[src/rtl/cpu_test_ctrl_if.sv]
// =============================================================================
// cpu_test_ctrl_if : cpu data-memory and register-file write ports seen by the test controller
// Revision 1.0
// =============================================================================
`default_nettype none

interface cpu_test_ctrl_if #(
    parameter int ADDR_W = 32,
    parameter int DATA_W = 32
);
    logic              dmem_we;
    logic [ADDR_W-1:0] dmem_addr;
    logic [DATA_W-1:0] dmem_wdata;
    logic              rf_we;
    logic [4:0]        rf_waddr;
    logic [DATA_W-1:0] rf_wdata;

    modport master (
        output dmem_we, dmem_addr, dmem_wdata,
        output rf_we, rf_waddr, rf_wdata
    );

    modport slave (
        input dmem_we, dmem_addr, dmem_wdata,
        input rf_we, rf_waddr, rf_wdata
    );
endinterface

`default_nettype wire

[src/rtl/cpu_test_ctrl.sv]
// =============================================================================
// cpu_test_ctrl : cpu reset sequencing, run counters, tohost end-of-test and watchdog
// Optional retire trace ring buffer with CPU_TEST_CTRL_TRACE_EN.  Revision 1.0
// =============================================================================
`default_nettype none

module cpu_test_ctrl #(
    parameter int unsigned RESET_CYCLES = 4,
    parameter int unsigned TIMEOUT      = 25000,
    parameter int unsigned TOHOST_ADDR  = 32'h00001000,
    parameter int          ADDR_W       = 32,
    parameter int          DATA_W       = 32,
    parameter int          CNT_W        = 32,
    parameter int          TRACE_DEPTH  = 8
) (
    input  logic                           clk,
    input  logic                           rst,
    input  logic                           start,
    output logic                           cpu_rst,
    cpu_test_ctrl_if.slave                 cpu,
    output logic [CNT_W-1:0]               cycle_cnt,
    output logic [CNT_W-1:0]               retire_cnt,
    output logic                           done,
    output logic                           pass,
    output logic                           timeout,
    output logic [DATA_W-1:0]              exit_code,
    input  logic [$clog2(TRACE_DEPTH)-1:0] trace_idx,
    output logic [4+DATA_W:0]              trace_data
);

    localparam int                HOLD_W       = (RESET_CYCLES > 1) ? $clog2(RESET_CYCLES) : 1;
    localparam logic [HOLD_W-1:0] HOLD_LAST    = HOLD_W'(RESET_CYCLES - 1);
    localparam logic [CNT_W-1:0]  TIMEOUT_LAST = CNT_W'(TIMEOUT - 1);
    localparam logic [ADDR_W-1:0] TOHOST       = ADDR_W'(TOHOST_ADDR);

    typedef enum logic [2:0] {
        S_IDLE = 3'd0,
        S_HOLD = 3'd1,
        S_RUN  = 3'd2,
        S_DONE = 3'd3,
        S_TOUT = 3'd4
    } state_t;

    state_t            state;
    logic [HOLD_W-1:0] hold_cnt;
    logic              tohost_hit;
    logic              retire;

    assign tohost_hit = cpu.dmem_we && (cpu.dmem_addr == TOHOST);
    assign retire     = (state == S_RUN) && cpu.rf_we && (cpu.rf_waddr != 5'd0);

    always_ff @(posedge clk or posedge rst) begin
        if (rst) begin
            state      <= S_IDLE;
            hold_cnt   <= '0;
            cpu_rst    <= 1'b1;
            cycle_cnt  <= '0;
            retire_cnt <= '0;
            done       <= 1'b0;
            pass       <= 1'b0;
            timeout    <= 1'b0;
            exit_code  <= '0;
        end else begin
            case (state)
                S_IDLE, S_DONE, S_TOUT: begin
                    if (start) begin
                        state      <= S_HOLD;
                        hold_cnt   <= '0;
                        cpu_rst    <= 1'b1;
                        cycle_cnt  <= '0;
                        retire_cnt <= '0;
                        done       <= 1'b0;
                        pass       <= 1'b0;
                        timeout    <= 1'b0;
                        exit_code  <= '0;
                    end
                end
                S_HOLD: begin
                    if (hold_cnt == HOLD_LAST) begin
                        state   <= S_RUN;
                        cpu_rst <= 1'b0;
                    end else begin
                        hold_cnt <= hold_cnt + HOLD_W'(1);
                    end
                end
                S_RUN: begin
                    if (cycle_cnt != '1) cycle_cnt <= cycle_cnt + CNT_W'(1);
                    if (retire && retire_cnt != '1) retire_cnt <= retire_cnt + CNT_W'(1);
                    // A store in the final watchdog cycle still counts as a finished test
                    if (tohost_hit) begin
                        state     <= S_DONE;
                        cpu_rst   <= 1'b1;
                        done      <= 1'b1;
                        exit_code <= cpu.dmem_wdata;
                        pass      <= (cpu.dmem_wdata == DATA_W'(1));
                    end else if (cycle_cnt == TIMEOUT_LAST) begin
                        state   <= S_TOUT;
                        cpu_rst <= 1'b1;
                        timeout <= 1'b1;
                        pass    <= 1'b0;
                    end
                end
                default: begin
                    state   <= S_IDLE;
                    cpu_rst <= 1'b1;
                end
            endcase
        end
    end

`ifdef CPU_TEST_CTRL_TRACE_EN
    localparam int IDX_W = $clog2(TRACE_DEPTH);

    logic [4+DATA_W:0] trace_mem [TRACE_DEPTH];
    logic [IDX_W-1:0]  wptr;
    logic [IDX_W-1:0]  rd_ptr;
    logic              start_ok;

    assign start_ok = start && (state == S_IDLE || state == S_DONE || state == S_TOUT);

    always_ff @(posedge clk or posedge rst) begin
        if (rst) begin
            wptr <= '0;
            for (int i = 0; i < TRACE_DEPTH; i++) trace_mem[i] <= '0;
        end else if (start_ok) begin
            wptr <= '0;
            for (int i = 0; i < TRACE_DEPTH; i++) trace_mem[i] <= '0;
        end else if (retire) begin
            trace_mem[wptr] <= {cpu.rf_waddr, cpu.rf_wdata};
            wptr            <= wptr + IDX_W'(1);
        end
    end

    // Index 0 is the most recent entry; pointer arithmetic wraps at the power-of-2 depth
    assign rd_ptr     = wptr - IDX_W'(1) - trace_idx;
    assign trace_data = trace_mem[rd_ptr];
`else
    logic unused_trace;

    assign unused_trace = ^{trace_idx, cpu.rf_wdata};
    assign trace_data   = '0;
`endif

endmodule

`default_nettype wire

[src/flat_wrapper.sv]
// flat-port wrapper written by rule: the top's interface ports become plain ports
module cpu_test_ctrl_flat 
#(
    parameter int unsigned RESET_CYCLES = 4,
    parameter int unsigned TIMEOUT      = 25000,
    parameter int unsigned TOHOST_ADDR  = 32'h00001000,
    parameter int          ADDR_W       = 32,
    parameter int          DATA_W       = 32,
    parameter int          CNT_W        = 32,
    parameter int          TRACE_DEPTH  = 8
)
  (clk, rst, start, cpu_rst, cycle_cnt, retire_cnt, done, pass, timeout, exit_code, trace_idx, trace_data, cpu_dmem_we, cpu_dmem_addr, cpu_dmem_wdata, cpu_rf_we, cpu_rf_waddr, cpu_rf_wdata);
  cpu_test_ctrl_if #(.ADDR_W(ADDR_W), .DATA_W(DATA_W)) cpu_i ();
  input  logic clk;
  input  logic rst;
  input  logic start;
  output logic cpu_rst;
  output logic [CNT_W-1:0] cycle_cnt;
  output logic [CNT_W-1:0] retire_cnt;
  output logic done;
  output logic pass;
  output logic timeout;
  output logic [DATA_W-1:0] exit_code;
  input  logic [$clog2(TRACE_DEPTH)-1:0] trace_idx;
  output logic [4+DATA_W:0] trace_data;
  input wire logic [$bits(cpu_i.dmem_we)-1:0] cpu_dmem_we;
  input wire logic [$bits(cpu_i.dmem_addr)-1:0] cpu_dmem_addr;
  input wire logic [$bits(cpu_i.dmem_wdata)-1:0] cpu_dmem_wdata;
  input wire logic [$bits(cpu_i.rf_we)-1:0] cpu_rf_we;
  input wire logic [$bits(cpu_i.rf_waddr)-1:0] cpu_rf_waddr;
  input wire logic [$bits(cpu_i.rf_wdata)-1:0] cpu_rf_wdata;
  assign cpu_i.dmem_we = cpu_dmem_we;
  assign cpu_i.dmem_addr = cpu_dmem_addr;
  assign cpu_i.dmem_wdata = cpu_dmem_wdata;
  assign cpu_i.rf_we = cpu_rf_we;
  assign cpu_i.rf_waddr = cpu_rf_waddr;
  assign cpu_i.rf_wdata = cpu_rf_wdata;
  cpu_test_ctrl #(.RESET_CYCLES(RESET_CYCLES), .TIMEOUT(TIMEOUT), .TOHOST_ADDR(TOHOST_ADDR), .ADDR_W(ADDR_W), .DATA_W(DATA_W), .CNT_W(CNT_W), .TRACE_DEPTH(TRACE_DEPTH)) u_core (.clk(clk), .rst(rst), .start(start), .cpu_rst(cpu_rst), .cpu(cpu_i), .cycle_cnt(cycle_cnt), .retire_cnt(retire_cnt), .done(done), .pass(pass), .timeout(timeout), .exit_code(exit_code), .trace_idx(trace_idx), .trace_data(trace_data));
endmodule
[config.mk]
export PLATFORM = sky130hd
export DESIGN_NAME = cpu_test_ctrl_flat
export DESIGN_NICKNAME = d
export VERILOG_FILES = /design/src/rtl/cpu_test_ctrl_if.sv /design/src/rtl/cpu_test_ctrl.sv /design/src/flat_wrapper.sv
export SDC_FILE = /design/constraint.sdc
export NUM_CORES = 1
export LEC_CHECK = 0
export ABC_AREA = 1
export BUFFER_PORTS_ARGS = -buffer_cell sky130_fd_sc_hd__buf_2
export CAP_MARGIN = 30
export CORE_MARGIN = 8
export CORE_UTILIZATION = 55
export CTS_BUF_LIST = sky130_fd_sc_hd__clkbuf_4
export DETAILED_ROUTE_END_ITERATION = 6
export HOLD_SLACK_MARGIN = 0.12
export PLACE_DENSITY = 0.87
export SLEW_MARGIN = 20
export SYNTH_ARGS = -nofsm -noshare
export SYNTH_HDL_FRONTEND = slang
export SYNTH_SLANG_ARGS = --single-unit
[constraint.sdc]
create_clock -name clk -period 4.6 [get_ports clk]
set_input_delay 0 -clock clk [delete_from_list [all_inputs] [get_ports clk]]
set_output_delay 0 -clock clk [all_outputs]
set_load 0.01 [all_outputs]
### After elaboration in Yosys (flattened, before gate mapping)

Index checks and enable logic that the tools add are counted.

* input port bits: 109
* logic and storage cells: 75
* register bits after elaboration: 105

* reduce and logical (&&, ||, !) cells: 16
* add/subtract/negate cells: 3
* equal/unequal tests: 19
* multiplexer cells: 28

Operators with widths (count)
* $pmux 32 s2: 3
* $mux 32: 4
* $add 32x1->32 const B: 2
* $ne 32x32->1 const B: 2
* $eq 32x1->1 const B: 1
* $eq 32x13->1 const B: 1
* $eq 32x15->1 const B: 1
* $reduce_and 3->1: 6
* $mux 3: 4
* $ne 2x2->1 const B: 6
* $mux 1: 9
* $pmux 3 s3: 1
* $eq 3x2->1 const B: 2
* $pmux 1 s2: 3
* $reduce_bool 5->1: 1
* $logic_and 1x1->1: 4
* $mux 2: 2
* $ne 2x1->1 const B: 2
* $pmux 2 s2: 1
* $reduce_and 4->1: 1
* $reduce_bool 2->1: 2
* $eq 3x1->1 const B: 1
* $eq 3x3->1 const B: 1
* $logic_not 3->1: 1
* 5 further kinds: 5

### Longest topological paths before layout

Gate-level depths: netlist of the first run.

* word-level depth: 6
* gate-level depth with buffers: 12

### Worst setup path before layout of the first run

OpenSTA, ideal clock, no wires.

* kind: flip-flop to flip-flop
* from: register u_core.retire_cnt[0]
* to: register u_core.retire_cnt[1]
* path buffers: 1
* stages on the path, launching flop included: 12
* arrival: 1697 ps
* library setup time: 119 ps
* path slack: 2784 ps
* cells stage by stage: dfrtp_1 ha_1 nand2_1 nor2_4 nand2_2 nor2_2 nand2_1 nand2_1 nand2_2 buf_4 nand3_1 nand2_1

* cells in the longest elaborated chain, start to end: 4
* elaborated cells between the ends (all ways): 7
* classes of those cells: add/sub: 1; eq/ne: 2; mux: 2; reduce/logical: 2

RTL lines
* from (decl): RTL line cpu_test_ctrl.sv:22 `output logic [CNT_W-1:0] retire_cnt,`
* from (signal assigned): RTL line cpu_test_ctrl.sv:88 `if (retire && retire_cnt != '1) retire_cnt <= retire_cnt + CNT_W'(1);`
* parallel branches: the longest is 4 deep, another holds $add 32x1->32

Parallel ways; which one is timed is not known. The select of a mux whose other input is x is not followed.
A chain may end at the register's enable or synchronous reset.

### Final worst setup path of the first run

* from: input port cpu_dmem_addr[29]
* to: register u_core.state[1]

* cells in the longest elaborated chain, start to end: 4
* elaborated cells between the ends (all ways): 6
* classes of those cells: eq/ne: 2; mux: 2; reduce/logical: 2

RTL lines
* from (decl): RTL line flat_wrapper.sv:27 `input wire logic [$bits(cpu_i.dmem_addr)-1:0] cpu_dmem_addr;`
* $eq 32x13->1 *: RTL line cpu_test_ctrl.sv:49 `assign tohost_hit = cpu.dmem_we && (cpu.dmem_addr == TOHOST);`
* $logic_and 1x1->1 *: RTL line cpu_test_ctrl.sv:49
* $ne 3x2->1 (no source line) / $mux 3 (equally long branches)
* $reduce_and 3->1 (no source line) / $pmux 3 s3 (equally long branches)
* to (signal assigned): RTL line cpu_test_ctrl.sv:54 `state <= S_IDLE;`
* to (signal assigned): RTL line cpu_test_ctrl.sv:67 `state <= S_HOLD;`
* to (signal assigned): RTL line cpu_test_ctrl.sv:80 `state <= S_RUN;`
* to (decl): RTL line cpu_test_ctrl.sv:44 `state_t state;`

Every way passes the cells marked *; elsewhere a longest branch is shown, timed or not.

==> results of run 1 <==
==> Yosys cell counts, types with 2 or more instances <==
cell type,number
buf_2,14
nor3_1,7
nor2_1,192
o21ai_0,12
clkbuf_1,3
buf_4,38
xnor2_1,16
nor4_1,4
ha_1,3
o21ai_2,11
xor2_1,20
nor2_2,3
nor2_4,3
dfrtp_1,104
inv_1,54
a21oi_1,2
buf_6,4
nand4_1,11
o21ai_1,9
nand3_1,73
nand2_1,413
or2_2,2
nand2_2,4
==> state kept, by name (all words and copies together), names as in the netlist <==
name	cells
u_core.cpu_rst	1
u_core.cycle_cnt	32
u_core.done	1
u_core.exit_code	32
u_core.hold_cnt	2
u_core.pass	1
u_core.retire_cnt	32
u_core.state	3
u_core.timeout	1
==> logic make-up (layout without fill, tap and decap cells) <==
logic type | Yosys count | count (layout) | share of synthesized area [%]
other | 1 | 39 | 0.05520
adders and majority gates | 3 | 3 | 0.5525
buffers and inverters | 117 | 299 | 9.392
DFF | 105 | 105 | 38.69
and+or+nand+nor | 719 | 719 | 42.98
xor gates and xnor gates | 36 | 36 | 4.641
AOI/OAI and AO/OA | 38 | 38 | 3.683
==> routing by layer <==
metal	up-vias	wire length, µm	global-route usage (%)
met5	-	12	0
met4	2	505	9.027
met3	39	2192	8.694
met2	375	9931	43.21
met1	3265	8444	31.25
li1	3516	-	-
==> through the flow <==
stage               worst slack [ps]  util (%)
finish                         848.2     68.39
global route                   671.7     68.39
CTS                            758.5     68.23
detailed placement              2020     63.15
global placement                2079     63.03
floorplan                       1841         -
==> layout by cell type, fill, tap and decap left out, drive strengths merged, types with 2 or more instances in the layout <==
| master | instances |
|---|---|
| a21oi | 2 |
| and2 | 2 |
| buf | 178 |
| clkbuf | 9 |
| clkinv | 5 |
| conb | 37 |
| dfrtp | 104 |
| diode | 2 |
| dlygate4sd3 | 49 |
| ha | 3 |
| inv | 57 |
| nand2 | 418 |
| nand3 | 74 |
| nand4 | 11 |
| nor2 | 198 |
| nor3 | 7 |
| nor4 | 4 |
| o21ai | 33 |
| or2 | 2 |
| xnor2 | 16 |
| xor2 | 20 |
==> power by group through the flow <==
stage | logic, mW | registers, mW | clock network, mW
finish | 0.266 | 0.990 | 0.448
global placement | 0.227 | 1.01 | 0
CTS | 0.261 | 0.990 | 0.468
floorplan | 0.151 | 1.01 | 0
global route | 0.298 | 0.997 | 0.497
detailed placement | 0.233 | 1.01 | 0
==> how the worst min path moves through the flow <==
stage / end / slack [ps] / cells after the start
after floorplan: u_core.exit_code[0]$_DFFE_PP0P_ / 120 / 2
after global placement: u_core.exit_code[5]$_DFFE_PP0P_ / 140 / 2
after detailed placement: u_core.exit_code[5]$_DFFE_PP0P_ / 150 / 2
after CTS: u_core.exit_code[24]$_DFFE_PP0P_ / 190 / 4
after global routing: u_core.exit_code[24]$_DFFE_PP0P_ / 220 / 4
final: u_core.exit_code[24]$_DFFE_PP0P_ / 240 / 4
==> tightest hold or removal path, stage by stage <==
cell           delay, ps
dlygate4sd3_1        530
buf_2                110
nand2_1               50
nand2_1               50
==> timing repair <==
| item | 4_1_cts | 5_1_grt |
|---|---|---|
| hold buffers | 49 | 0 |
| hold endpoints to repair | 95 | 0 |
| buffers inserted | 0 | 0 |
| endpoints found under the setup margin | 0 | 0 |
==> final cells by class <==
type | instances | area (µm²) | share of cell area, %
Clock inverter | 7 | 53.80 | 0.6522
Inverter | 56 | 212.7 | 2.578
Sequential cell | 105 | 2629 | 31.87
Antenna cell | 2 | 5.005 | 0.06067
Timing Repair Buffer | 227 | 1409 | 17.08
Multi-Input combinational cell | 833 | 3662 | 44.40
Clock buffer | 9 | 67.56 | 0.8191
Tap cell | 168 | 210.2 | 2.548
==> qor.yml, run 1 <==
status: "finished clean"
max_slew_margin_pct: 41.13
dpl_cell_area_um2: 7617
cp.depth: 16
grt_pass1_vias: 6887
clkSinkCount: 105
layoutNonFillerInstCount: 1407
ys.flop_type: "dfrtp_1"
place_congestion: 0.9394
critPathBufInv: 7
path_cells: "dlygate4sd3_1 > buf_2 > nor2_1 > dlygate4sd3_1 > nand2_1 > dlygate4sd3_1 > nor2_1 > dlygate4sd3_1 > nand2_1 > nor2_1 > dlygate4sd3_1 > nand3_1 > dlygate4sd3_1 > nand2_1 > nand3_1 > nand2_1"
async_flop_share_pct: 100.0
power_mw: 1.705
routed_wl_um: 21090
yosys_warnings: 0
num_rows: 40
clk_pin_slew_ps: 180
cp-start-kind: "primary input"
cp-end-kind: "register"
tns_ps: 0
vias: 7197
yosys.area.top_type: "dfrtp_1"
tightestPinTransition_ps: 879.7
fin_nets: 1344
area_delta_synth_final_pct: 21.42
grt_usage_pct: 26.13
cellLeakagePower_nw: 4.241
route.detailed.drc: 0
place_inst: 1339
cp_slowest_cell: "dlygate4sd3_1"
wl_per_cell_um: 14.99
drive_above_1_share_pct: 17.95
io_buffers: 173
hold_path.class: "primary input to register"
grt_max_degree: 55
start_util_pct: 56.33
internal_power_mw: 1.175
via_per_inst: 5.115
comb_power_share_pct: 15.6
ios: 246
clock_latency_ps: 510
die_height_um: 127.1
p_sw_share_pct: 31.08
min_from: "cpu_dmem_wdata[24]"
r2r_slack_ps: 1970
required_ps: 5070
seqPwrFrac_pct: 58.1
max_stage_delay_ps: 650
power_density_nw_per_um2: 206.7
yosys-top-cells-area: "dfrtp_1 38%, nand2_1 23%, nor2_1 11%"
syn-cell-area_um2: 6794
p_sw_mw: 0.5299
critPathKind: "primary input to register"
rsz0062_at_grt: "no"
crit_path_start: "cpu_dmem_addr[29]"
reg2reg_to: "u_core.retire_cnt[16]$_DFFE_PP0P_"
fp.dieArea_um2: 16160
cp_max_fo: 3
first_pass_iters: 5
htree_levels: 3
timing.rr.start: "u_core.state[1]$_DFFE_PP0P_"
ys_seq_area_share_pct: 38.69
cts-resized-gates: 0
design_area_um2: 8249
hold_ws_ps: 243.2
drt_iter0_drc: 542
synthCells: 1019
crit_end: "u_core.state[1]$_DFFE_PP0P_"
reg2reg_depth: 11
place_hpwl_um: 14600
antenna_found_initial: 3
route.antenna.remaining_nets: 0
arrival_ps: 4220
clkPwrFrac_pct: 26.3
numCtsBuffers: 9
fin_crit_sh_pct: 81.56
finalClockSkew_ps: 25.49
die_w_um: 127.1
cts_tree: "built"
clock_path_buffers: 2
max_cap_viol_count: 0
fillers: 1044
cpMostUsedCell: "dlygate4sd3_1"
period_needed_ps: 3752
setup_viol: 0
critPathTopFamily: "buffers and inverters"
grt_pass1_wl_um: 34290
synthDominantCellAreaShare_pct: 38.31
synth_cell_type_count: 40
drv_slew: 0
max_freq_mhz: 266.5
ys_ff_latch: 105
synth_edf_count: 0
core_um2: 12060
vdd_drop_max_uv: 203.2
cts-root-buf: "clkbuf_4"
grt_overflow: 0
hold_viol: 0
avgSynthCellArea_um2: 6.667
(Power assumes the default switching activity.)
==> run 2, diff against run 1 <==
CORE_UTILIZATION = 47   (was 55)
PLACE_DENSITY = 0.79   (was 0.87)
clock period = 3.1 ns   (was 4.6 ns; I/O delays follow)
==> qor.yml, run 2 (synthesis gave the netlist of run 1 again) <==
use_met1_pct: 27.51
clock_path_buffers: 2
via_per_inst: 4.984
cp_max_fo: 33
max_slew_margin_pct: 36.53
die_w_um: 136.2
drv_slew: 0
period_needed_ps: 2777
route.antenna.remaining_nets: 0
tns_ps: 0
place_congestion: 0.9276
grt_use_met2_pct: 36.82
cp-end-kind: "register"
numCtsBuffers: 9
finalClockSkew_ps: 23.74
fp.dieArea_um2: 18560
arrival_ps: 3210
clock_latency_ps: 490
fin_util_pct: 58.28
grt_max_degree: 56
p_sw_share_pct: 29.59
place_inst: 1360
antenna_found_initial: 1
die_height_um: 136.2
place_hpwl_um: 14840
cts_tree: "built"
cellLeakagePower_nw: 4.272
rsz0062_at_grt: "no"
status: "finished clean"
wl_per_cell_um: 14.40
reg2reg_depth: 10
num_rows: 44
grt_pass1_vias: 6697
hold_path.class: "primary input to register"
internal_power_mw: 1.912
layout_commonest_cell: "nand2_1"
htree_levels: 3
comb_power_share_pct: 14.6
fin_ws_ps: 323.3
layoutNonFillerInstCount: 1425
required_ps: 3530
seqPwrFrac_pct: 54.4
dpl_cell_area_um2: 7687
route.detailed.drc: 0
grt_usage_pct: 22.30
critPathKind: "primary input to register"
drive_above_1_share_pct: 18.39
hold_viol: 0
dp_slack_ps: 705.6
clk_pin_slew_ps: 170
fin_crit_sh_pct: 89.57
setup_viol: 0
reg.largest.list: "u_core.cycle_cnt (32), u_core.exit_code (32), u_core.retire_cnt (32)"
first_pass_iters: 7
min_path_cells: 9
max_cap_viol_count: 0
core_um2: 14310
grt_pass1_wl_um: 33220
cp-start-kind: "primary input"
clkSinkCount: 105
ios: 246
routed_wl_um: 20530
start_util_pct: 47.47
design_area_um2: 8342
power_density_nw_per_um2: 325.5
max_freq_mhz: 360.1
tightestPinTransition_ps: 951.1
grt_overflow: 0
io_buffers: 173
fin_nets: 1347
grtUsageMet3_pct: 5.802
clkPwrFrac_pct: 31.0
p_sw_mw: 0.8034
area_delta_synth_final_pct: 22.78
final_cell_mix: "413 x nand2_1, 192 x nor2_1, 173 x buf_2"
grt-busiest-layer: "met2"
vdd_drop_max_uv: 178.2
cts-root-buf: "clkbuf_4"
drt_iter0_drc: 496
vias: 7102
cts-resized-gates: 0
-- run 2: metal layers --
layer / part of all wire, % / vias to the layer above / routed length, µm
met3: 8.5 / 25 / 1740
met2: 48 / 305 / 9852
met5: 0 / - / 0
met4: 1.7 / 0 / 352
li1: - / 3532 / -
met1: 42 / 3240 / 8581
-- run 2: repair_timing --
action	in CTS	in global routing
buffers inserted	0	0
hold endpoints to repair	133	0
hold buffers	47	0
-- run 2: worst paths after layout --
kind / from / endpoint / slack (ps)
worst max register to register: u_core.retire_cnt[0]$_DFFE_PP0P_ / u_core.retire_cnt[25]$_DFFE_PP0P_ / 730
worst max-delay path: cpu_dmem_addr[19] / u_core.exit_code[19]$_DFFE_PP0P_ / 320
min in group asynchronous: rst / u_core.exit_code[17]$_DFFE_PP0P_ / 650
worst min register to register: u_core.cpu_rst$_DFFE_PP1P_ / u_core.cpu_rst$_DFFE_PP1P_ / 480
worst min-delay path: cpu_dmem_addr[30] / u_core.timeout$_DFFE_PP0P_ / 190
max in group asynchronous: rst / u_core.retire_cnt[2]$_DFFE_PP0P_ / 1550
-- run 2: layout make-up --
type / count / area [µm²]
Timing Repair Buffer: 230 / 1435
Clock buffer: 9 / 67.56
Clock inverter: 7 / 102.6
Multi-Input combinational cell: 833 / 3662
Tap cell: 184 / 230.2
Antenna cell: 1 / 2.502
Sequential cell: 105 / 2629
Inverter: 56 / 212.7
Fill cell: 1344 / 5972
-- run 2: power by group through the flow --
stage          registers (mW)  logic (mW)  clock network, mW
2_1_floorplan            1.50       0.224                  0
3_3_place_gp             1.50       0.341                  0
3_5_place_dp             1.50       0.351                  0
4_1_cts                  1.48       0.395              0.859
5_1_grt                  1.49       0.445              0.922
6_report                 1.48       0.397              0.842
-- run 2: through the flow --
step / power, mW / hold slack [ps]
after floorplan: 1.725 / 116.7
after global placement: 1.839 / 214.9
after detailed placement: 1.852 / 50.69
after CTS: 2.729 / 165.1
after global routing: 2.852 / 209.3
final: 2.715 / 186.8
-- run 2: worst max-delay path, stage by stage --
cell and delay (ps):
dlygate4sd3_1 550, buf_2 130, nor2_1 80, dlygate4sd3_1 550, nand2_1 40, dlygate4sd3_1 550, nor2_1 100, nand3_1 150
inv_1 730, nand2_1 160, nand2_1 150
